--- config.mk ---
export PLATFORM = sky130hd
export DESIGN_NAME = vector_mac_pe
export DESIGN_NICKNAME = d
export VERILOG_FILES = /design/src/rtl/vector_mac_pe_pkg.sv /design/src/rtl/vector_mac_pe_lane.sv /design/src/rtl/vector_mac_pe.sv
export SDC_FILE = /design/constraint.sdc
export NUM_CORES = 2
export LEC_CHECK = 0
export CORE_UTILIZATION = 65
export CTS_BUF_LIST = sky130_fd_sc_hd__clkbuf_8 sky130_fd_sc_hd__clkbuf_16
export DETAILED_ROUTE_END_ITERATION = 12
export PLACE_DENSITY = 0.85
export SETUP_SLACK_MARGIN = 0.5
export SLEW_MARGIN = 5
export SYNTH_ARGS = -nofsm -noshare
export SYNTH_HDL_FRONTEND = slang
export SYNTH_HIERARCHICAL = 1
export SYNTH_SLANG_ARGS = --single-unit
--- constraint.sdc ---
create_clock -name CLK -period 11.2 [get_ports CLK]
set_input_delay 1.12 -clock CLK [delete_from_list [all_inputs] [get_ports CLK]]
set_output_delay 1.12 -clock CLK [all_outputs]
set_load 0.01 [all_outputs]
--- src/rtl/vector_mac_pe_pkg.sv ---
// Shared types and arithmetic helpers for the vector MAC processing element.
package vector_mac_pe_pkg;

  typedef enum logic [1:0] {
    ACCUM = 2'd0,
    FLUSH = 2'd1,
    OUT   = 2'd2
  } state_t;

  // Working width for the helpers; accumulator widths up to MAX_W-1 bits are supported.
  localparam int MAX_W = 64;
  // Two guard bits so the true (unbounded) sum of two MAX_W operands never wraps.
  localparam int EXT_W = MAX_W + 2;

  typedef struct packed {
    logic [MAX_W-1:0] sum;
    logic             ovf;
  } add_res_t;

  function automatic logic signed [EXT_W-1:0] smax_f(input int o);
    return $signed((EXT_W'(1) << (o - 1)) - EXT_W'(1));
  endfunction

  function automatic logic signed [EXT_W-1:0] smin_f(input int o);
    return $signed(EXT_W'(0) - (EXT_W'(1) << (o - 1)));
  endfunction

  function automatic logic signed [EXT_W-1:0] umax_f(input int o);
    return $signed((EXT_W'(1) << o) - EXT_W'(1));
  endfunction

  // Adds two operands already extended to MAX_W according to sgn. The result is
  // clamped (sat=1) or wrapped modulo 2^o (sat=0); ovf flags an out-of-range true sum.
  function automatic add_res_t sat_add(input logic signed [MAX_W-1:0] acc,
                                       input logic signed [MAX_W-1:0] addend,
                                       input int o, input logic sgn, input logic sat);
    add_res_t                res;
    logic signed [EXT_W-1:0] t;
    logic signed [EXT_W-1:0] hi;
    logic signed [EXT_W-1:0] lo;
    logic signed [EXT_W-1:0] mask;
    t    = EXT_W'(acc) + EXT_W'(addend);
    hi   = sgn ? smax_f(o) : umax_f(o);
    lo   = sgn ? smin_f(o) : '0;
    mask = umax_f(o);
    res.ovf = (t > hi) || (t < lo);
    if (res.ovf && sat) res.sum = MAX_W'(((t > hi) ? hi : lo) & mask);
    else                res.sum = MAX_W'(t & mask);
    return res;
  endfunction

endpackage

--- src/rtl/vector_mac_pe_lane.sv ---
// One MAC lane: registered product, extension, accumulate with saturate/wrap, sticky overflow.
module mac_lane
  import vector_mac_pe_pkg::*;
#(
  parameter int PRECISION        = 8,
  parameter int OUTPUT_PRECISION = 32
) (
  input  logic                        CLK,
  input  logic                        reset,
  input  logic                        vld_p0,
  input  logic                        vld_p1,
  input  logic                        clr,
  input  logic                        signed_mode,
  input  logic                        sat_en,
  input  logic [PRECISION-1:0]        a,
  input  logic [PRECISION-1:0]        b,
  output logic [OUTPUT_PRECISION-1:0] acc_nxt,
  output logic                        ovf
);

  localparam int PW = 2 * PRECISION;

  logic signed [PW-1:0]               prod_s;
  logic        [PW-1:0]               prod_u;
  logic signed [PW-1:0]               prod_p1;
  logic                               sgn_p1;
  logic                               sat_p1;
  logic signed [MAX_W-1:0]            ext_p1;
  logic signed [MAX_W-1:0]            acc_x;
  logic        [OUTPUT_PRECISION-1:0] acc;
  add_res_t                           r;
  logic                               unused_hi;

  assign prod_s = $signed(a) * $signed(b);
  assign prod_u = PW'(a) * PW'(b);

  // Stage 1: capture the full-width product together with the beat's modes.
  always_ff @(posedge CLK) begin
    if (reset) begin
      prod_p1 <= '0;
      sgn_p1  <= 1'b0;
      sat_p1  <= 1'b0;
    end else if (vld_p0) begin
      prod_p1 <= signed_mode ? prod_s : $signed(prod_u);
      sgn_p1  <= signed_mode;
      sat_p1  <= sat_en;
    end
  end

  // Stage 2: both operands are interpreted in the mode of the beat being added.
  assign ext_p1    = sgn_p1 ? MAX_W'(prod_p1) : MAX_W'($unsigned(prod_p1));
  assign acc_x     = sgn_p1 ? MAX_W'($signed(acc)) : MAX_W'(acc);
  assign r         = sat_add(acc_x, ext_p1, OUTPUT_PRECISION, sgn_p1, sat_p1);
  assign unused_hi = ^r.sum[MAX_W-1:OUTPUT_PRECISION];
  assign acc_nxt   = clr ? '0 : (vld_p1 ? r.sum[OUTPUT_PRECISION-1:0] : acc);

  // Accumulator and sticky overflow; both clear on the result handshake.
  always_ff @(posedge CLK) begin
    if (reset) begin
      acc <= '0;
      ovf <= 1'b0;
    end else begin
      acc <= acc_nxt;
      if (clr)                 ovf <= 1'b0;
      else if (vld_p1 && r.ovf) ovf <= 1'b1;
    end
  end

endmodule

--- src/rtl/vector_mac_pe.sv ---
// Multi-lane pipelined MAC PE: vector framing FSM, handshakes and lane packing.
// OUTPUT_PRECISION must lie in [2*PRECISION+1, 63].
module vector_mac_pe
  import vector_mac_pe_pkg::*;
#(
  parameter int PRECISION        = 8,
  parameter int OUTPUT_PRECISION = 32,
  parameter int LANES            = 4
) (
  input  logic                              CLK,
  input  logic                              reset,
  input  logic                              in_valid,
  output logic                              in_ready,
  input  logic                              in_last,
  input  logic                              signed_mode,
  input  logic                              sat_en,
  input  logic [LANES*PRECISION-1:0]        a_in,
  input  logic [LANES*PRECISION-1:0]        b_in,
  output logic                              out_valid,
  input  logic                              out_ready,
  output logic [LANES*OUTPUT_PRECISION-1:0] s_out,
  output logic [LANES-1:0]                  overflow
);

  state_t                              state;
  state_t                              state_nxt;
  logic                                vld_p0;
  logic                                vld_p1;
  logic                                clr;
  logic [LANES*OUTPUT_PRECISION-1:0]   acc_nxt_all;

  assign in_ready  = (state == ACCUM) && !reset;
  assign vld_p0    = in_valid && in_ready;
  assign out_valid = (state == OUT);
  assign clr       = (state == OUT) && out_ready;

  // Next-state logic: the last beat drains through one stage before the result is offered.
  always_comb begin
    state_nxt = state;
    case (state)
      ACCUM:   if (vld_p0 && in_last) state_nxt = FLUSH;
      FLUSH:   state_nxt = OUT;
      OUT:     if (out_ready) state_nxt = ACCUM;
      default: state_nxt = ACCUM;
    endcase
  end

  // State register and stage-1 valid.
  always_ff @(posedge CLK) begin
    if (reset) begin
      state  <= ACCUM;
      vld_p1 <= 1'b0;
    end else begin
      state  <= state_nxt;
      vld_p1 <= vld_p0;
    end
  end

  genvar i;
  for (i = 0; i < LANES; i++) begin : g_lane
    mac_lane #(
      .PRECISION       (PRECISION),
      .OUTPUT_PRECISION(OUTPUT_PRECISION)
    ) u_lane (
      .CLK        (CLK),
      .reset      (reset),
      .vld_p0     (vld_p0),
      .vld_p1     (vld_p1),
      .clr        (clr),
      .signed_mode(signed_mode),
      .sat_en     (sat_en),
      .a          (a_in[i*PRECISION +: PRECISION]),
      .b          (b_in[i*PRECISION +: PRECISION]),
      .acc_nxt    (acc_nxt_all[i*OUTPUT_PRECISION +: OUTPUT_PRECISION]),
      .ovf        (overflow[i])
    );
  end

  // Result register: loaded with the final accumulators on the edge that enters OUT.
  always_ff @(posedge CLK) begin
    if (reset)               s_out <= '0;
    else if (state == FLUSH) s_out <= acc_nxt_all;
  end

endmodule

## Yosys cells after proc, flatten, opt, wreduce, memory -nomap -nowiden

Cells that the tools add are included.

- Add/sub/neg operators: 4
- Multipliers: 8
- $lt $le $gt $ge: 8
- Equal/unequal tests: 4
- Muxes and demuxes: 33
- Reductions and logical operators: 20

Operators with widths:

| kind | number |
|---|---|
| 32-bit 2-to-1 mux | 17 |
| 64-bit 2-to-1 mux | 8 |
| 65-bit by 66-bit < comparator with 1-bit output | 4 |
| 64-bit by 64-bit adder with 65-bit output | 4 |
| 65-bit by 33-bit greater-than comparator with 1-bit output | 4 |
| 8-bit by 8-bit multiplier with 16-bit output | 8 |
| 66-bit 2-to-1 mux | 1 |
| 16-bit 2-to-1 mux | 4 |
| 1-bit logical AND | 12 |
| 2-bit one-hot mux with 3 select lines | 1 |
| 1-bit logical OR | 4 |
| 2-bit 2-to-1 mux | 2 |
| 2-bit by 1-bit inequality test with 1-bit output, second input constant | 2 |
| 2-bit by 1-bit == test with 1-bit output, second input constant | 1 |
| 2-bit == test, second input constant | 1 |
| 2-bit logical NOT | 1 |
| 2-bit AND reduction | 1 |
| 2-bit OR reduction | 1 |
| 1-bit logical NOT | 1 |

- Register bits after elaboration: 329
- Input bits: 71
- Output and inout bits: 134
- Word-level logic and storage cells: 94

## Longest topological paths before layout

- Word-level depth: 8
- Gate-level depth with buffers: 28
- Mapped depth without buffers: 26

## Modules after synthesis

Netlist, hierarchy kept.

By module, submodules not included:

| module | instances | cells an instance | area each (µm²) | seq. area each (µm²) |
|---|---|---|---|---|
| mac_lane at g_lane[2].u_lane | 1 | 1301 | 10058.4 | 1021.0 |
| mac_lane at g_lane[3].u_lane | 1 | 1265 | 10027.1 | 1021.0 |
| mac_lane at g_lane[1].u_lane | 1 | 1193 | 9613.0 | 1021.0 |
| mac_lane at g_lane[0].u_lane | 1 | 1155 | 9506.6 | 1021.0 |
| vector_mac_pe | 1 | 596 | 5883.1 | 2622.5 |

## Worst setup path before layout

OpenSTA, ideal clock, no wires.

- Kind: register to register
- Start: reg g_lane[2].u_lane.sgn_p1
- End: reg s_out[88]
- Setup time: 0.069 ns
- Arrival time: 5.431 ns
- Required time: 11.131 ns
- Slack: 5.700 ns
- Stages on the path, launching flop included: 25
- Path buffers: 5
- Period minus slack after synthesis: 5.500 ns
- Cell sequence: dfxtp_1 > nand2_1 > inv_2 > buf_1 > clkbuf_1 > ha_1 > o221ai_1 > o31ai_1 > clkbuf_1 > nor2_1 > ha_1 > a21o_1 > a211o_1 > a21oi_1 > o21a_1 > o21ai_0 > o21ai_0 > a21oi_1 > o21ai_0 > clkbuf_1 > clkbuf_1 > nand2_1 > a311oi_1 > nand4bb_1 > o21ai_1

- Longest elaborated chain between the ends: 8
- Elaborated cells on any way between the ends: 13
- Classes of those cells: add/sub (1); order compare (2); mux (8); reduce/logical (2)

RTL lines:

| element | RTL line | RTL |
|---|---|---|
| from (decl) | vector_mac_pe_lane.sv:26 | `logic sgn_p1;` |
| from (signal assigned) | vector_mac_pe_lane.sv:45 | `sgn_p1 <= signed_mode;` |
| 64-bit 2-to-1 mux (on tied branches) | vector_mac_pe_lane.sv:51, vector_mac_pe_lane.sv:52 |  |
| 64-bit by 64-bit adder with 65-bit output | vector_mac_pe_pkg.sv:42 | `t = EXT_W'(acc) + EXT_W'(addend);` |
| 65-bit by 66-bit < comparator with 1-bit output or 65-bit by 33-bit greater-than comparator with 1-bit output (tied branches) | vector_mac_pe_pkg.sv:46, vector_mac_pe_pkg.sv:47 |  |
| 1-bit logical OR | vector_mac_pe_pkg.sv:46 | `res.ovf = (t > hi) \|\| (t < lo);` |
| 1-bit logical AND | vector_mac_pe_pkg.sv:47 | `if (res.ovf && sat) res.sum = MAX_W'(((t > hi) ? hi : lo) & mask);` |
| 32-bit 2-to-1 mux (*) | vector_mac_pe_pkg.sv:47 |  |
| 32-bit 2-to-1 mux (*) (2 in a row) | vector_mac_pe_lane.sv:55 | `assign acc_nxt = clr ? '0 : (vld_p1 ? r.sum[OUTPUT_PRECISION-1:0] : acc);` |
| via acc_nxt_all[88] | vector_mac_pe.sv:30 | `logic [LANES*OUTPUT_PRECISION-1:0] acc_nxt_all;` |
| to (signal assigned) | vector_mac_pe.sv:82 | `else if (state == FLUSH) s_out <= acc_nxt_all;` |
| to (decl) | vector_mac_pe.sv:21 | `output logic [LANES*OUTPUT_PRECISION-1:0] s_out,` |

The timed path passes the listed nets; every way through them passes the cells marked *.
A chain may end at the register's enable or synchronous reset.

## Worst setup path in the final report

- Start: reg g_lane[3].u_lane.sgn_p1
- End: reg s_out[120]

- Longest elaborated chain between the ends: 8
- Elaborated cells on any way between the ends: 13
- Classes of those cells: add/sub (1); order compare (2); mux (8); reduce/logical (2)

RTL lines:

| element | RTL line |
|---|---|
| from (decl) | vector_mac_pe_lane.sv:26 |
| from (signal assigned) | vector_mac_pe_lane.sv:45 |
| 64-bit 2-to-1 mux (on tied branches) | vector_mac_pe_lane.sv:51, vector_mac_pe_lane.sv:52 |
| 64-bit by 64-bit adder with 65-bit output | vector_mac_pe_pkg.sv:42 |
| 65-bit by 66-bit < comparator with 1-bit output or 65-bit by 33-bit greater-than comparator with 1-bit output (tied branches) | vector_mac_pe_pkg.sv:46, vector_mac_pe_pkg.sv:47 |
| 1-bit logical OR | vector_mac_pe_pkg.sv:46 |
| 1-bit logical AND | vector_mac_pe_pkg.sv:47 |
| 32-bit 2-to-1 mux (*) | vector_mac_pe_pkg.sv:47 |
| 32-bit 2-to-1 mux (*) (2 in a row) | vector_mac_pe_lane.sv:55 |
| via acc_nxt_all[120] | vector_mac_pe.sv:30 |

Marked as above.

==> impl_metrics.prom <==
# TYPE chip_impl_metric gauge
chip_impl_info{name="run_status",value="completed"} 1
chip_impl_metric{name="die_width",unit="um"} 265
chip_impl_info{name="tritoncts",value="yes"} 1
chip_impl_info{name="crit-reg2reg-launch",value="g_lane[3].u_lane/sgn_p1"} 1
chip_impl_metric{name="cts_inserted_buffers",unit=""} 38
chip_impl_metric{name="total_leakage_power",unit="nW"} 21.3
chip_impl_metric{name="setup-violations-final",unit=""} 0
chip_impl_info{name="post-synth-top-area-cell",value="sky130_fd_sc_hd__fa_1"} 1
chip_impl_info{name="crit_family",value="compound AO/OA/AOI/OAI gates"} 1
chip_impl_metric{name="synth.yosys.seq_area_share",unit="%"} 14.9
chip_impl_metric{name="maxSlewHeadroom",unit="%"} 19.5
chip_impl_info{name="rsz_0062_raised_after_global_routing",value="no"} 1
chip_impl_metric{name="fin_setup_tns",unit="ns"} 0
chip_impl_metric{name="post_synthesis_compound_gate_area_fraction",unit="%"} 21.1
chip_impl_metric{name="overflow",unit=""} 0
chip_impl_metric{name="worst_path_largest_cell_delay",unit="ns"} 0.92
chip_impl_metric{name="die_area",unit="sq um"} 70400
chip_impl_metric{name="antenna_violating_nets_post_route",unit=""} 0
chip_impl_metric{name="syn_inst",unit=""} 5510
chip_impl_metric{name="asr_flop_ratio_synth",unit="%"} 0
chip_impl_metric{name="final_layout_size_suffix_gt1_share",unit="%"} 5.30
chip_impl_info{name="most_frequent_cell_on_critical_path",value="sky130_fd_sc_hd__a21oi_1"} 1
chip_impl_metric{name="remaining_drc_errors",unit=""} 0
chip_impl_metric{name="post_synthesis_simple_gate_area_fraction",unit="%"} 23.4
chip_impl_metric{name="dr.pass1.iters",unit=""} 6
chip_impl_metric{name="synth-xor-area-share",unit="%"} 3.85
chip_impl_info{name="critPathLaunch",value="g_lane[3].u_lane/sgn_p1"} 1
chip_impl_metric{name="wire_length_of_the_first_global_routing_pass",unit="um"} 198000
chip_impl_metric{name="syn_area",unit="sq um"} 45100
chip_impl_info{name="topRoutingLayerUsed",value="met5"} 1
chip_impl_metric{name="drt_iter0_markers",unit=""} 3398
chip_impl_metric{name="gp_routability_congestion",unit=""} 1.02
chip_impl_metric{name="placementRows",unit=""} 96
chip_impl_metric{name="worst_hold_margin",unit="ns"} 0.462
chip_impl_metric{name="initial_utilization",unit="%"} 65.7
chip_impl_metric{name="cts-htree-levels",unit=""} 2
chip_impl_metric{name="design_power_total",unit="W"} 0.00636
chip_impl_metric{name="placeableCoreArea",unit="sq um"} 68600
chip_impl_metric{name="timing.critical_path.arrival",unit="ns"} 7.16
chip_impl_metric{name="layout.nets",unit=""} 6302
chip_impl_metric{name="via_per_inst",unit=""} 6.29
chip_impl_metric{name="io-pin-count",unit=""} 205
chip_impl_info{name="min-delay-start",value="s_out[6]"} 1
chip_impl_metric{name="synth-adder-area-share",unit="%"} 27.7
chip_impl_metric{name="finish.cell_count_without_fillers",unit=""} 6404
chip_impl_metric{name="critPathMaxFanout",unit=""} 24
chip_impl_metric{name="finalCritPeriodShare",unit="%"} 60.2
chip_impl_metric{name="cp.required",unit="ns"} 11.62
chip_impl_metric{name="synth_largest_type_area_fraction",unit="%"} 15.5
chip_impl_info{name="setup.worst_path.start_class",value="flop"} 1
chip_impl_info{name="cts-root-buf",value="sky130_fd_sc_hd__clkbuf_16"} 1
chip_impl_metric{name="number_of_placed_cells_counting_well_taps",unit=""} 6334
chip_impl_metric{name="postSynthRegisterBits",unit=""} 335
chip_impl_metric{name="synthToLayoutAreaGrowth",unit="%"} 7.43
chip_impl_metric{name="clock_skew",unit="ns"} 0.0206
chip_impl_metric{name="synth-warning-count",unit=""} 6
chip_impl_metric{name="pwr_density_cell",unit="nW/um^2"} 131
chip_impl_metric{name="buffer_ports.inserted",unit=""} 204
chip_impl_metric{name="clk-insertion-delay-late",unit="ns"} 0.58
chip_impl_metric{name="hold_viol",unit=""} 0
chip_impl_metric{name="via_count_of_the_first_global_routing_pass",unit=""} 39100
chip_impl_metric{name="synth_enable_flop_cells",unit=""} 0
chip_impl_info{name="worst_hold_path_type",value="reg2reg"} 1
chip_impl_info{name="mostFrequentLayoutCells",value="sky130_fd_sc_hd__inv_1 (530), sky130_fd_sc_hd__nor2_1 (470), sky130_fd_sc_hd__ha_1 (440)"} 1
chip_impl_info{name="dominant_combinational_cell_family_by_area_after_synthesis",value="adder cells"} 1
chip_impl_metric{name="drt-wirelength-per-cell",unit="um"} 18.9
chip_impl_metric{name="place_area",unit="sq um"} 47100
chip_impl_metric{name="grt_start_max_net_pins",unit=""} 205
chip_impl_info{name="synth_top_flop_cell",value="sky130_fd_sc_hd__dfxtp_1"} 1
chip_impl_metric{name="max_cap_violations",unit=""} 0
chip_impl_info{name="cell_types_occupying_the_most_area_after_synthesis",value="sky130_fd_sc_hd__fa_1 (15%), sky130_fd_sc_hd__dfxtp_1 (15%), sky130_fd_sc_hd__ha_1 (12%)"} 1
chip_impl_metric{name="total_met2_wirelength_after_detailed_routing",unit="um"} 57700
chip_impl_metric{name="track_usage",unit="%"} 33.9
chip_impl_metric{name="timing.critical_path.buf_inv",unit=""} 3
chip_impl_metric{name="route.vias.total",unit=""} 40300
chip_impl_metric{name="syn_area_cell",unit="sq um"} 8.18
chip_impl_metric{name="actual_transition_at_the_worst_max_transition_pin",unit="ns"} 1.21
chip_impl_metric{name="timing_max_transition_violations_final",unit=""} 0
chip_impl_info{name="critPathCaptureType",value="flop"} 1
chip_impl_metric{name="insertedDiodeCount",unit=""} 0
chip_impl_metric{name="met1Wirelength",unit="um"} 52300
chip_impl_metric{name="drt-total-wl",unit="um"} 121000
chip_impl_metric{name="layout.cell_area.non_filler",unit="sq um"} 48400
chip_impl_metric{name="antenna_found_initial",unit=""} 2
chip_impl_metric{name="die_y",unit="um"} 265
chip_impl_info{name="critical_path.cell_chain",value="nand2_1 -> clkinv_1 -> buf_4 -> ha_1 -> nand2b_1 -> nor2_1 -> a21oi_1 -> a31oi_1 -> ha_1 -> a21oi_1 -> o21ai_0 -> or3_1 -> o221a_2 -> o31ai_1 -> nand2_1 -> mux2i_1 -> buf_4 -> and2_1 -> a21oi_1 -> o22a_1 -> nor2b_1 -> nand4bb_1 -> o21ai_1"} 1
chip_impl_metric{name="clk_sinks",unit=""} 335
chip_impl_info{name="slowest_stage",value="sky130_fd_sc_hd__a21oi_1"} 1
chip_impl_metric{name="clk_transition_reported_paths",unit="ns"} 0.06
chip_impl_metric{name="wl_met3",unit="um"} 8030
chip_impl_metric{name="hpwl",unit="um"} 92600
chip_impl_info{name="critical_path_start_end_classification",value="reg2reg"} 1
chip_impl_info{name="most_frequent_standard_cell_in_the_layout_excluding_fill_and_tap_cells",value="sky130_fd_sc_hd__inv_1"} 1
chip_impl_metric{name="ys_types",unit=""} 126
chip_impl_metric{name="fmax",unit="MHz"} 148
chip_impl_metric{name="cts_setup_buffers",unit=""} 0
chip_impl_metric{name="buffer_levels_on_the_longest_clock_path",unit=""} 3
chip_impl_metric{name="syn_nets",unit=""} 6369
chip_impl_metric{name="hold_buffers",unit=""} 0
chip_impl_metric{name="post-route-min-period",unit="ns"} 6.74
chip_impl_metric{name="cts.repair.resized",unit=""} 0
chip_impl_metric{name="synth_mux_area_share",unit="%"} 1.28
chip_impl_metric{name="vdd_ir_drop_max",unit="V"} 0.000101
[through the flow]
stage               setup WS, ns  util (%)
floorplan                   5.70         -
global placement            4.78      68.7
detailed placement          4.66      68.7
CTS                         4.57      70.6
global route                4.09      70.6
finish                      4.46      70.6
[worst paths after layout]
kind	cells past startpoint	endpoint	slack [ns]
worst max-delay path	23	s_out[120]	4.46
worst min register to register	2	s_out[6]	0.46
worst min-delay path	2	s_out[6]	0.46
worst max register to register	23	s_out[120]	4.46
[area by class of cell]
cell class / instances / area (sq um)
clock inverters: 29 / 357
repair buffers: 236 / 2300
clock buffers: 41 / 992
multi-input cells: 4302 / 34900
fillers: 5430 / 20100
well taps: 931 / 1160
flip-flops and latches: 335 / 6720
inverters: 530 / 1990
[metal layers]
metal / global-route usage [%] / vias to the layer above
met5: 0 / -
met4: 9.97 / 4
met3: 4.11 / 233
met2: 57.8 / 1446
met1: 45.0 / 19400
li1: - / 19200
[cells by family after synthesis]
logic type / count (synthesis)
AND/OR/NAND/NOR: 1922
buffers and inverters: 873
AO/OA/AOI/OAI: 1342
adder cells (fa/ha/maj): 789
flip-flops: 335
multiplexers: 54
XOR/XNOR: 195
[power breakdown]
group	internal, W	switching [W]
combinational	0.00160	0.00201
sequential	0.00126	0.000110
clock	0.000810	0.000559
[synth_stat cells, types with 75 or more instances]
| cell type | instances |
|---|---|
| sky130_fd_sc_hd__nand3_1 | 75 |
| sky130_fd_sc_hd__a21oi_1 | 235 |
| sky130_fd_sc_hd__and2_1 | 177 |
| sky130_fd_sc_hd__inv_1 | 525 |
| sky130_fd_sc_hd__nand4bb_1 | 129 |
| sky130_fd_sc_hd__nor3_1 | 81 |
| sky130_fd_sc_hd__o21ai_0 | 209 |
| sky130_fd_sc_hd__xnor2_1 | 137 |
| sky130_fd_sc_hd__fa_1 | 348 |
| sky130_fd_sc_hd__dfxtp_1 | 335 |
| sky130_fd_sc_hd__nor2_1 | 470 |
| sky130_fd_sc_hd__nand2_1 | 433 |
| sky130_fd_sc_hd__nand2b_1 | 169 |
| sky130_fd_sc_hd__nor2b_1 | 79 |
| sky130_fd_sc_hd__ha_1 | 440 |
| sky130_fd_sc_hd__o21ai_1 | 138 |
| sky130_fd_sc_hd__a211oi_1 | 133 |
| sky130_fd_sc_hd__clkbuf_1 | 247 |
[sequential cells by signal, indices dropped and copies added (netlist names)]
register	cells
state	2
g_lane.u_lane/sat_p1	4
g_lane.u_lane/acc	128
vld_p1	1
g_lane.u_lane/sgn_p1	4
g_lane.u_lane/ovf	4
g_lane.u_lane/prod_p1	64
s_out	128
[tightest hold or removal path: cells and delay by family, from the launching register on]
kind / cells / cell delay (ns)
AO/OA/AOI/OAI: 1 / 0.05
flip-flops: 1 / 0.31
AND/OR/NAND/NOR: 1 / 0.06
(Power assumes the default switching activity.)
